[config.mk]
export PLATFORM = sky130hd
export DESIGN_NAME = argmax_collector_flat
export DESIGN_NICKNAME = d
export VERILOG_FILES = /design/src/rtl/argmax_collector_pkg.sv /design/src/rtl/argmax_collector_if.sv /design/src/rtl/argmax_collector_holding.sv /design/src/rtl/argmax_collector.sv /design/src/flat_wrapper.sv
export SDC_FILE = /design/constraint.sdc
export NUM_CORES = 1
export LEC_CHECK = 0
export BUFFER_PORTS_ARGS = -buffer_cell sky130_fd_sc_hd__buf_2
export CORE_UTILIZATION = 30
export CTS_CLUSTER_SIZE = 28
export DETAILED_ROUTE_END_ITERATION = 10
export PLACE_DENSITY = 0.55
export RECOVER_POWER = 50
export SYNTH_ARGS = -nofsm -noshare
export SYNTH_HDL_FRONTEND = slang
export SYNTH_SLANG_ARGS = --single-unit
[constraint.sdc]
create_clock -name clk -period 2.16 [get_ports clk]
set_input_delay 0.216 -clock clk [delete_from_list [all_inputs] [get_ports clk]]
set_output_delay 0.216 -clock clk [all_outputs]
set_load 0.01 [all_outputs]
[src/rtl/argmax_collector_pkg.sv]
// ============================================================================
// Module      : argmax_collector_pkg
// Description : Shared default sizes for the scaler -> argmax chain and the
//               result record type.
// Revision    : 1.0 - initial release
// ============================================================================
`default_nettype none

package argmax_collector_pkg;

  localparam int DEF_DATA_WIDTH  = 16;
  localparam int DEF_INDEX_WIDTH = 18;
  localparam int DEF_CELL_AMOUNT = 2;
  localparam int DEF_CLASS_COUNT = 10;
  localparam int DEF_CLASS_WIDTH = $clog2(DEF_CLASS_COUNT);

  // Winning class position and its value for a default-sized frame.
  typedef struct packed {
    logic [DEF_CLASS_WIDTH-1:0] cls;
    logic [DEF_DATA_WIDTH-1:0]  value;
  } result_t;

endpackage

`default_nettype wire

[src/rtl/argmax_collector_if.sv]
// ============================================================================
// Module      : argmax_collector_if
// Description : Input stream from the scaler plus the valid/ready result port
//               and status flags of the argmax collector.
//               ARGMAX_COLLECTOR_SECOND_EN adds the runner-up signals.
// Revision    : 1.0 - initial release
// ============================================================================
`default_nettype none

interface argmax_collector_if #(
  parameter int DATA_WIDTH  = argmax_collector_pkg::DEF_DATA_WIDTH,
  parameter int INDEX_WIDTH = argmax_collector_pkg::DEF_INDEX_WIDTH,
  parameter int CLASS_COUNT = argmax_collector_pkg::DEF_CLASS_COUNT
) ();

  localparam int CLASS_WIDTH = $clog2(CLASS_COUNT);

  logic [INDEX_WIDTH-1:0] input_index;
  logic [DATA_WIDTH-1:0]  input_value;
  logic                   input_enable;
  logic [CLASS_WIDTH-1:0] result_class;
  logic [DATA_WIDTH-1:0]  result_value;
  logic                   result_valid;
  logic                   result_ready;
  logic                   overflow;
  logic                   sequence_error;
`ifdef ARGMAX_COLLECTOR_SECOND_EN
  logic [CLASS_WIDTH-1:0] second_class;
  logic [DATA_WIDTH-1:0]  second_value;
`endif

  // Upstream/downstream side: drives the stream and consumes the result.
  modport master (
    output input_index, input_value, input_enable, result_ready,
    input  result_class, result_value, result_valid, overflow, sequence_error
`ifdef ARGMAX_COLLECTOR_SECOND_EN
    , input second_class, second_value
`endif
  );

  // Collector side.
  modport slave (
    input  input_index, input_value, input_enable, result_ready,
    output result_class, result_value, result_valid, overflow, sequence_error
`ifdef ARGMAX_COLLECTOR_SECOND_EN
    , output second_class, second_value
`endif
  );

endinterface

`default_nettype wire

[src/rtl/argmax_collector_holding.sv]
// ============================================================================
// Module      : result_holding_reg
// Description : One-entry valid/ready holding register. A load arriving while
//               full and not draining is dropped and flagged by a sticky
//               overflow bit.
// Revision    : 1.0 - initial release
// ============================================================================
`default_nettype none

module result_holding_reg
  import argmax_collector_pkg::*;
#(
  parameter int WIDTH = DEF_CLASS_WIDTH + DEF_DATA_WIDTH
) (
  input  wire logic             clk,
  input  wire logic             reset,
  input  wire logic             i_load,
  input  wire logic [WIDTH-1:0] i_data,
  input  wire logic             i_ready,
  output logic      [WIDTH-1:0] o_data,
  output logic                  o_valid,
  output logic                  o_overflow
);

  localparam logic [0:0] S_EMPTY = 1'b0;
  localparam logic [0:0] S_FULL  = 1'b1;

  logic [0:0]       r_state;
  logic [0:0]       w_state_nxt;
  logic [WIDTH-1:0] r_data;
  logic             r_overflow;
  logic             w_accept;

  // A load is taken when there is room, including room freed by a drain this cycle.
  assign w_accept = i_load && ((r_state == S_EMPTY) || i_ready);

  // State register.
  always_ff @(posedge clk) begin
    if (reset) r_state <= S_EMPTY;
    else       r_state <= w_state_nxt;
  end

  // Next state: a load always leaves us full; a drain alone empties us.
  always_comb begin
    w_state_nxt = r_state;
    case (r_state)
      S_EMPTY: if (i_load)  w_state_nxt = S_FULL;
      S_FULL:  if (!i_load && i_ready) w_state_nxt = S_EMPTY;
      default: w_state_nxt = S_EMPTY;
    endcase
  end

  // Output decode.
  always_comb begin
    o_valid = (r_state == S_FULL);
  end

  // Payload only changes on an accepted load, so it is stable while valid.
  always_ff @(posedge clk) begin
    if (reset)         r_data <= '0;
    else if (w_accept) r_data <= i_data;
  end

  // Sticky flag for a result dropped because the entry was occupied.
  always_ff @(posedge clk) begin
    if (reset)                                        r_overflow <= 1'b0;
    else if (i_load && (r_state == S_FULL) && !i_ready) r_overflow <= 1'b1;
  end

  assign o_data     = r_data;
  assign o_overflow = r_overflow;

endmodule

`default_nettype wire

[src/rtl/argmax_collector.sv]
// ============================================================================
// Module      : argmax_collector
// Description : Collects CLASS_COUNT scaled outputs per frame, tracks the
//               running maximum and its position, and presents the winner on
//               a valid/ready port. Checks the cell index interleaving.
//               Optional macro ARGMAX_COLLECTOR_SECOND_EN adds the runner-up.
// Revision    : 1.0 - initial release
// ============================================================================
`default_nettype none

module argmax_collector
  import argmax_collector_pkg::*;
#(
  parameter int DATA_WIDTH  = DEF_DATA_WIDTH,
  parameter int INDEX_WIDTH = DEF_INDEX_WIDTH,
  parameter int CELL_AMOUNT = DEF_CELL_AMOUNT,
  parameter int CLASS_COUNT = DEF_CLASS_COUNT
) (
  input  wire logic          clk,
  input  wire logic          reset,
  argmax_collector_if.slave  bus
);

  localparam int CLASS_WIDTH = $clog2(CLASS_COUNT);
  localparam logic [CLASS_WIDTH-1:0] c_POS_LAST = CLASS_WIDTH'(CLASS_COUNT - 1);
  localparam logic [INDEX_WIDTH-1:0] c_IDX_LAST = INDEX_WIDTH'(CELL_AMOUNT - 1);
  localparam int c_ONE_W = CLASS_WIDTH + DATA_WIDTH;
`ifdef ARGMAX_COLLECTOR_SECOND_EN
  localparam int c_RES_W = 2 * c_ONE_W;
`else
  localparam int c_RES_W = c_ONE_W;
`endif

  logic [CLASS_WIDTH-1:0] r_pos;
  logic [DATA_WIDTH-1:0]  r_max;
  logic [CLASS_WIDTH-1:0] r_cls;
  logic [INDEX_WIDTH-1:0] r_exp_idx;
  logic                   r_seq_err;

  logic                   w_first;
  logic                   w_last;
  logic                   w_win;
  logic [DATA_WIDTH-1:0]  w_max;
  logic [CLASS_WIDTH-1:0] w_cls;
  logic [INDEX_WIDTH-1:0] w_exp_nxt;
  logic                   w_idx_bad;
  logic                   w_load;
  logic [c_RES_W-1:0]     w_res_in;
  logic [c_RES_W-1:0]     w_res_out;

  assign w_first = (r_pos == '0);
  assign w_last  = (r_pos == c_POS_LAST);
  assign w_win   = (bus.input_value > r_max);

  // Max/class including the current element, so the last element of a frame
  // is already folded in when the result is loaded.
  always_comb begin
    w_max = r_max;
    w_cls = r_cls;
    if (w_first || w_win) begin
      w_max = bus.input_value;
      w_cls = r_pos;
    end
  end

`ifdef ARGMAX_COLLECTOR_SECOND_EN
  logic [DATA_WIDTH-1:0]  r_sec;
  logic [CLASS_WIDTH-1:0] r_sec_cls;
  logic [DATA_WIDTH-1:0]  w_sec;
  logic [CLASS_WIDTH-1:0] w_sec_cls;

  // Runner-up: a new max demotes the old one, otherwise a strictly larger value wins.
  always_comb begin
    w_sec     = r_sec;
    w_sec_cls = r_sec_cls;
    if (w_first) begin
      w_sec     = '0;
      w_sec_cls = '0;
    end else if (w_win) begin
      w_sec     = r_max;
      w_sec_cls = r_cls;
    end else if (bus.input_value > r_sec) begin
      w_sec     = bus.input_value;
      w_sec_cls = r_pos;
    end
  end

  // Runner-up registers advance with every accepted element.
  always_ff @(posedge clk) begin
    if (reset) begin
      r_sec     <= '0;
      r_sec_cls <= '0;
    end else if (bus.input_enable) begin
      r_sec     <= w_sec;
      r_sec_cls <= w_sec_cls;
    end
  end

  assign w_res_in = {w_sec_cls, w_sec, w_cls, w_max};
  assign bus.second_class = w_res_out[c_RES_W-1 -: CLASS_WIDTH];
  assign bus.second_value = w_res_out[c_ONE_W +: DATA_WIDTH];
`else
  assign w_res_in = {w_cls, w_max};
`endif

  // Frame position and running max advance on every accepted element.
  always_ff @(posedge clk) begin
    if (reset) begin
      r_pos <= '0;
      r_max <= '0;
      r_cls <= '0;
    end else if (bus.input_enable) begin
      r_pos <= w_last ? '0 : r_pos + 1'b1;
      r_max <= w_max;
      r_cls <= w_cls;
    end
  end

  // Expected index always resyncs from the observed one; matching indices
  // give the same result as simply incrementing.
  assign w_idx_bad = (bus.input_index > c_IDX_LAST);
  always_comb begin
    w_exp_nxt = bus.input_index + 1'b1;
    if (w_idx_bad || (bus.input_index == c_IDX_LAST)) w_exp_nxt = '0;
  end

  // Interleave check with a sticky error flag.
  always_ff @(posedge clk) begin
    if (reset) begin
      r_exp_idx <= '0;
      r_seq_err <= 1'b0;
    end else if (bus.input_enable) begin
      r_exp_idx <= w_exp_nxt;
      if (w_idx_bad || (bus.input_index != r_exp_idx)) r_seq_err <= 1'b1;
    end
  end

  assign w_load = bus.input_enable && w_last;

  result_holding_reg #(
    .WIDTH (c_RES_W)
  ) u_hold (
    .clk        (clk),
    .reset      (reset),
    .i_load     (w_load),
    .i_data     (w_res_in),
    .i_ready    (bus.result_ready),
    .o_data     (w_res_out),
    .o_valid    (bus.result_valid),
    .o_overflow (bus.overflow)
  );

  assign bus.result_value   = w_res_out[0 +: DATA_WIDTH];
  assign bus.result_class   = w_res_out[DATA_WIDTH +: CLASS_WIDTH];
  assign bus.sequence_error = r_seq_err;

endmodule

`default_nettype wire

[src/flat_wrapper.sv]
// flat-port wrapper written by rule: the top's interface ports become plain ports
module argmax_collector_flat import argmax_collector_pkg::*;
#(
  parameter int DATA_WIDTH  = DEF_DATA_WIDTH,
  parameter int INDEX_WIDTH = DEF_INDEX_WIDTH,
  parameter int CELL_AMOUNT = DEF_CELL_AMOUNT,
  parameter int CLASS_COUNT = DEF_CLASS_COUNT
)
  (clk, reset, bus_input_index, bus_input_value, bus_input_enable, bus_result_ready, bus_result_class, bus_result_value, bus_result_valid, bus_overflow, bus_sequence_error);
  argmax_collector_if #(.DATA_WIDTH(DATA_WIDTH), .INDEX_WIDTH(INDEX_WIDTH), .CLASS_COUNT(CLASS_COUNT)) bus_i ();
  input  wire logic clk;
  input  wire logic reset;
  input wire logic [$bits(bus_i.input_index)-1:0] bus_input_index;
  input wire logic [$bits(bus_i.input_value)-1:0] bus_input_value;
  input wire logic [$bits(bus_i.input_enable)-1:0] bus_input_enable;
  input wire logic [$bits(bus_i.result_ready)-1:0] bus_result_ready;
  output wire logic [$bits(bus_i.result_class)-1:0] bus_result_class;
  output wire logic [$bits(bus_i.result_value)-1:0] bus_result_value;
  output wire logic [$bits(bus_i.result_valid)-1:0] bus_result_valid;
  output wire logic [$bits(bus_i.overflow)-1:0] bus_overflow;
  output wire logic [$bits(bus_i.sequence_error)-1:0] bus_sequence_error;
  assign bus_i.input_index = bus_input_index;
  assign bus_i.input_value = bus_input_value;
  assign bus_i.input_enable = bus_input_enable;
  assign bus_i.result_ready = bus_result_ready;
  assign bus_result_class = bus_i.result_class;
  assign bus_result_value = bus_i.result_value;
  assign bus_result_valid = bus_i.result_valid;
  assign bus_overflow = bus_i.overflow;
  assign bus_sequence_error = bus_i.sequence_error;
  argmax_collector #(.DATA_WIDTH(DATA_WIDTH), .INDEX_WIDTH(INDEX_WIDTH), .CELL_AMOUNT(CELL_AMOUNT), .CLASS_COUNT(CLASS_COUNT)) u_core (.clk(clk), .reset(reset), .bus(bus_i));
endmodule
==> flow_metrics.env, run 1 <==
export IMPL_status="finished, violations left"
export IMPL_violations="setup timing"
export IMPL_grtUsageTotal=0.147
export IMPL_powerDensity_nw_per_um2=666
export IMPL_drv_slew=0
export IMPL_cts_buffers=9
export IMPL_async_flop_share=0
export IMPL_antenna_found_initial=0
export IMPL_clkLatencyLatePin_ps=340
export IMPL_vdd_ir_drop_worst_mv=0.245
export IMPL_cts_tree="done"
export IMPL_synth_area_um2=3130
export IMPL_clk_root_buffer_cell="clkbuf_8"
export IMPL_power_total_mw=2.80
export IMPL_slew_headroom=0.470
export IMPL_ant_nets=0
export IMPL_ctsLongestPathBuffers=2
export IMPL_ys_flop_type="dfxtp_1"
export IMPL_dieArea_um2=10800
export IMPL_worstRegToRegCells=9
export IMPL_core_um2=9950
export IMPL_start_util=0.314
export IMPL_hold_path_class="in -> reg"
export IMPL_cts_setup_buffers=0
export IMPL_ys_types=38
export IMPL_vias=2779
export IMPL_fin_crit_sh=1.03
export IMPL_yosys_warnings=0
export IMPL_layout_drive_gt1_share=0.259
export IMPL_clock_skew_ps=9.25
export IMPL_seq_area_um2=1310
export IMPL_synthTopCellsByCount="65 x dfxtp_1, 44 x nand2_1, 33 x nor2_1, 31 x a21oi_1, 19 x ha_1"
export IMPL_grt_max_degree=34
export IMPL_arrival_ps=2450
export IMPL_yosys_area_top_type="dfxtp_1"
export IMPL_period_needed_ps=2230
export IMPL_gp_congestion=0.772
export IMPL_setup_worst_path_end_class="flop"
export IMPL_critPathKind="reg -> reg"
export IMPL_worst_path_max_fanout=6
export IMPL_drc=0
export IMPL_synth_edf_count=0
export IMPL_hold_viol_final=0
export IMPL_final_core_util=0.422
export IMPL_synth_area_leaders="dfxtp_1 42%, ha_1 7.6%, mux2i_1 5.8%, nand2_1 5.3%, a21oi_1 5.0%"
export IMPL_rows=36
export IMPL_cts_htree_levels=3
export IMPL_yosysSeqAreaShare=0.416
export IMPL_hpwlAfterDp_um=5540
export IMPL_wirelength_um=8150
export IMPL_synth_ff_latch_count=65
export IMPL_multi_input_area_um2=1840
export IMPL_grt_pass1_wl_um=12700
export IMPL_grt_ovfl_total=0
export IMPL_post_drt_wl_per_cell_um=13.8
export IMPL_die_w_um=104
export IMPL_clock_sinks=65
export IMPL_hold_path_depth=3
export IMPL_area_delta_synth_final_pct=34.1
export IMPL_start_kind="flop"
export IMPL_max_slew_worst_pin_slew_ps=793
export IMPL_syn_avg_cell_area_um2=8.84
export IMPL_setup_viol=17
export IMPL_rsz0062_at_grt="true"
export IMPL_p_leak_nw=1.68
export IMPL_critPathRequiredTime_ps=2380
export IMPL_synth_top_area_frac=0.416
export IMPL_yosysMostFrequentCell="dfxtp_1"
export IMPL_clk_pin_slew_ps=70
export IMPL_synth_nets=411
export IMPL_diodes=0
export IMPL_drt_first_iter_violations=101
export IMPL_viasPerCell=4.72
export IMPL_layout_nets=508
export IMPL_fin_ws_ps=-68.3
export IMPL_max_freq_mhz=449
export IMPL_fillers=1023
export IMPL_die_h_um=104
export IMPL_dr_pass1_iters=4
export IMPL_boundaryPins=61
export IMPL_drv_cap=0
export IMPL_port_buffers=60
export IMPL_grt_pass1_vias=2677
export IMPL_netlist_instances=354
[report_power, final]
| part | switching [mW] | internal, mW | total (mW) |
|---|---|---|---|
| registers | 0.0172 | 1.23 | 1.25 |
| logic | 0.247 | 0.223 | 0.470 |
| clock network | 0.454 | 0.627 | 1.08 |
| total | 0.718 | 2.08 | 2.80 |
[registers in the layout, indices dropped and copies added (netlist names)]
| name | count |
|---|---|
| u_core.u_hold.o_data | 20 |
| u_core.r_exp_idx | 18 |
| u_core.r_max | 16 |
| u_core.r_cls | 4 |
| u_core.r_pos | 4 |
| u_core.bus.sequence_error | 1 |
| u_core.u_hold.o_overflow | 1 |
| u_core.u_hold.o_valid | 1 |
[routing by layer]
metal / vias to the layer above / track usage / part of all wire
met1: 1286 / 0.199 / 0.51
met2: 39 / 0.220 / 0.45
met4: 0 / 0.0806 / 0.018
met5: - / 0 / 0
met3: 11 / 0.0244 / 0.023
li1: 1443 / - / -
[worst paths after layout]
path	end	slack (ps)	from
setup / recovery	u_core.r_max[9]	-70	u_core.r_max[1]
hold / removal	u_core.r_max[0]	160	bus_input_value[0]
setup reg to reg	u_core.r_max[9]	-70	u_core.r_max[1]
hold reg to reg	u_core.u_hold.o_data[18]	470	u_core.u_hold.o_data[18]
[repair_timing]
action	4_1_cts	5_1_grt
gates cloned	0	2
hold buffers	0	0
gates resized for setup	7	26
pin swaps	0	24
setup endpoints to repair	34	40
[layout make-up]
cell class,instances,share of cell area
Multi-Input combinational cell,257,0.437
Sequential cell,65,0.311
Timing Repair Buffer,100,0.146
Clock buffer,14,0.0411
Tap cell,133,0.0396
Inverter,18,0.0161
Clock inverter,2,0.00835
[layout by cell type (no fill, tap or decap), drive strengths merged, types with 15 or more instances in the layout]
master,Yosys,layout
buf,7,75
dfxtp,65,65
nand2,45,45
clkbuf,8,39
nor2,34,34
a21oi,31,31
ha,19,19
mux2i,18,18
inv,18,18
a32oi,16,16
xor2,15,15
and2,15,15
[metrics by stage]
stage               TNS [ps]  cells  hold slack, ps  area [µm²]  setup slack, ps
finish                  -662    589             160        4200            -68.3
floorplan                  0    354             363        3130             16.5
global placement        -103    571             448        3840            -13.5
detailed placement      -729    571             455        3840            -52.3
global route           -3490    589             164        4200             -161
CTS                    -55.9    587             142        4080            -20.1
[critical path, stage by stage (launching register included)]
cell and delay [ps]:
dfxtp_2 340, inv_2 50, ha_4 260, nor2b_4 120, o211ai_1 120, a2111o_1 450, a31oi_4 310, clkbuf_16 220
mux2i_1 180, nor2_1 50
[cell families after synthesis]
logic type,Yosys count,synth area share
DFF,65,0.416
xor gates and xnor gates,21,0.0588
adders and majority gates,19,0.0759
muxes,18,0.0576
AOI/OAI and AO/OA,66,0.140
and+or+nand+nor,132,0.208
buffers and inverters,33,0.0440
Power figures use the tool's default switching activity.
==> inputs of run 2 (changes only) <==
--- a/config.mk
+++ b/config.mk
@@ -7,6 +7,7 @@
 export LEC_CHECK = 0
 export BUFFER_PORTS_ARGS = -buffer_cell sky130_fd_sc_hd__buf_2
 export CORE_UTILIZATION = 30
+export CTS_CLUSTER_DIAMETER = 80
 export CTS_CLUSTER_SIZE = 28
 export DETAILED_ROUTE_END_ITERATION = 10
 export PLACE_DENSITY = 0.55
==> constraint.sdc (replaced) <==
create_clock -name clk -period 2 [get_ports clk]
set_input_delay 0.2 -clock clk [delete_from_list [all_inputs] [get_ports clk]]
set_output_delay 0.2 -clock clk [all_outputs]
set_load 0.01 [all_outputs]
==> run 2 against run 1 <==
Effect of this change:
- the run still ends with setup timing left
- register-to-register slack got worse by 60 ps
- routed wire length decreased by 3.7%
- utilization increased by 0.75 points
- clock power increased by 16%
- global-route usage increased by 0.80 points
- clock skew increased by 1.0 ps
- worst hold slack got worse by 35 ps
- maximum frequency increased by 4.5%
- sequential power increased by 7%
- largest cell class unchanged
==> flow_metrics.env, run 2 (synthesis gave the netlist of run 1 again) <==
export IMPL_status="finished, violations left"
export IMPL_violations="setup timing"
export IMPL_hold_path_depth=2
export IMPL_grt_ovfl_total=0
export IMPL_clock_sinks=65
export IMPL_slowest_stage="a2111o_1"
export IMPL_port_buffers=60
export IMPL_rsz0062_at_grt="true"
export IMPL_p_switching_mw=0.820
export IMPL_drc=0
export IMPL_final_core_util=0.429
export IMPL_cts_tree="done"
export IMPL_switching_share=0.265
export IMPL_fin_ws_ps=-133
export IMPL_ant_nets=0
export IMPL_gp_congestion=0.783
export IMPL_layout_drive_gt1_share=0.308
export IMPL_cp_cell_sequence="inv_1, ha_1, nor2b_1, o211ai_1, a2111o_1, a31oi_4, buf_6, mux2i_1, nor2_1"
export IMPL_fin_crit_sh=1.07
export IMPL_critPathRequiredTime_ps=2220
export IMPL_cts_buffers=9
export IMPL_ctsLongestPathBuffers=2
export IMPL_max_freq_mhz=469
export IMPL_drt_first_iter_violations=116
export IMPL_worstRegToRegCells=9
export IMPL_intPower_mw=2.27
export IMPL_boundaryPins=61
export IMPL_vdd_ir_drop_worst_mv=0.329
export IMPL_post_drt_wl_per_cell_um=13.1
export IMPL_die_h_um=104
export IMPL_clkLatencyLatePin_ps=340
export IMPL_use_met1=0.215
export IMPL_grt_max_degree=35
export IMPL_setup_viol=35
export IMPL_mostFrequentLayoutCells="61 x dfxtp_1, 54 x buf_2, 43 x nand2_1, 43 x buf_4, 33 x nor2_1"
export IMPL_layout_nets=519
export IMPL_start_util=0.314
export IMPL_final_common_cell="dfxtp_1"
export IMPL_drv_cap=0
export IMPL_worst_path_max_fanout=7
export IMPL_powerDensity_nw_per_um2=724
export IMPL_diodes=0
export IMPL_drv_slew=0
export IMPL_slew_headroom=0.503
export IMPL_reg2reg_slack_ps=-130
export IMPL_dr_pass1_iters=4
export IMPL_setup_worst_path_end_class="flop"
export IMPL_share_seq_of_total_power=0.435
export IMPL_grt_met3_usage=0.0345
export IMPL_clock_power_share=0.403
export IMPL_period_needed_ps=2130
export IMPL_finalSetupTns_ps=-3560
export IMPL_viasPerCell=4.68
export IMPL_antenna_found_initial=0
export IMPL_start_kind="flop"
export IMPL_wirelength_um=7840
export IMPL_vias=2807
export IMPL_dieArea_um2=10800
export IMPL_cts_setup_buffers=0
export IMPL_power_total_mw=3.09
export IMPL_hold_path_class="in -> reg"
export IMPL_largest_reg_flops=20
export IMPL_max_slew_worst_pin_slew_ps=743
export IMPL_clk_root_buffer_cell="clkbuf_8"
export IMPL_area_delta_synth_final_pct=36.5
export IMPL_grt_most_used_layer="met2"
export IMPL_pwr_share_comb=0.163
export IMPL_critPathKind="reg -> reg"
export IMPL_hold_viol_final=0
export IMPL_core_um2=9950
export IMPL_clock_skew_ps=10.3
export IMPL_cp_slowest_stage_delay_ps=440
export IMPL_fillers=1016
export IMPL_grtUsageTotal=0.155
export IMPL_p_leak_nw=1.77
export IMPL_rows=36
export IMPL_grtUsageMet2=0.231
export IMPL_arrival_ps=2360
export IMPL_cts_htree_levels=3
export IMPL_grt_pass1_vias=2822
export IMPL_hpwlAfterDp_um=5510
export IMPL_die_w_um=104
export IMPL_clk_pin_slew_ps=80
export IMPL_grt_pass1_wl_um=13400
==> run 2: cell types whose count changed in the layout (fill, tap and decap cells not counted), sizes merged <==
cell | before | now
clkinvlp | 0 | 2
clkinv | 1 | 2
bufinv | 1 | 2
clkbuf | 39 | 19
buf | 75 | 102
==> run 2: path summary, 6_finish.rpt <==
kind                                                  to                      from
worst max-delay path                    u_core.r_max[13]           u_core.r_max[1]
worst min-delay path                 u_core.r_exp_idx[0]                     reset
worst max register to register          u_core.r_max[13]           u_core.r_max[1]
worst min register to register  u_core.u_hold.o_overflow  u_core.u_hold.o_overflow
==> run 2: cell type report <==
type / count / area [µm²] / area share
clock buffers: 10 / 128 / 0.0299
repair buffers: 111 / 692 / 0.162
multi-input cells: 257 / 1820 / 0.426
inverters: 18 / 67.6 / 0.0158
flip-flops and latches: 65 / 1310 / 0.306
clock inverters: 6 / 92.6 / 0.0217
well taps: 133 / 166 / 0.0389
==> run 2: per-layer routing <==
layer | vias up | wire length [µm]
li1 | 1461 | -
met1 | 1295 | 4030
met2 | 44 | 3400
met3 | 7 | 285
met4 | 0 | 130
met5 | - | 0
==> run 2: per-stage QoR <==
step	instance area [µm²]	hold WS, ps	setup WS [ps]	instances
detailed placement	3940	456	-173	582
global route	4270	121	-274	600
floorplan	3160	347	5.47	354
global placement	3940	453	-119	582
finish	4270	125	-133	600
CTS	4270	118	-162	600
==> run 2: timing repair <==
action / CTS / global route
hold buffers: 0 / 0
cloned: 2 / 0
resized for setup: 19 / 4
pin swaps: 5 / 10
setup endpoints to repair: 37 / 40
==> run 2: worst max-delay path, delay by kind of cell (launching register included) <==
family | cells | cell delay [ps]
compound gates | 3 | 800
mux | 1 | 190
simple gates | 2 | 190
buf+inv | 2 | 230
flops | 1 | 330
fa+ha+maj | 1 | 280
==> run 2: power groups by stage <==
stage | registers, mW | clock network, mW | logic [mW]
after CTS | 1.34 | 1.29 | 0.497
final | 1.34 | 1.25 | 0.503
after floorplan | 1.37 | 0 | 0.239
after global routing | 1.35 | 1.34 | 0.561
after global placement | 1.37 | 0 | 0.456
after detailed placement | 1.37 | 0 | 0.462
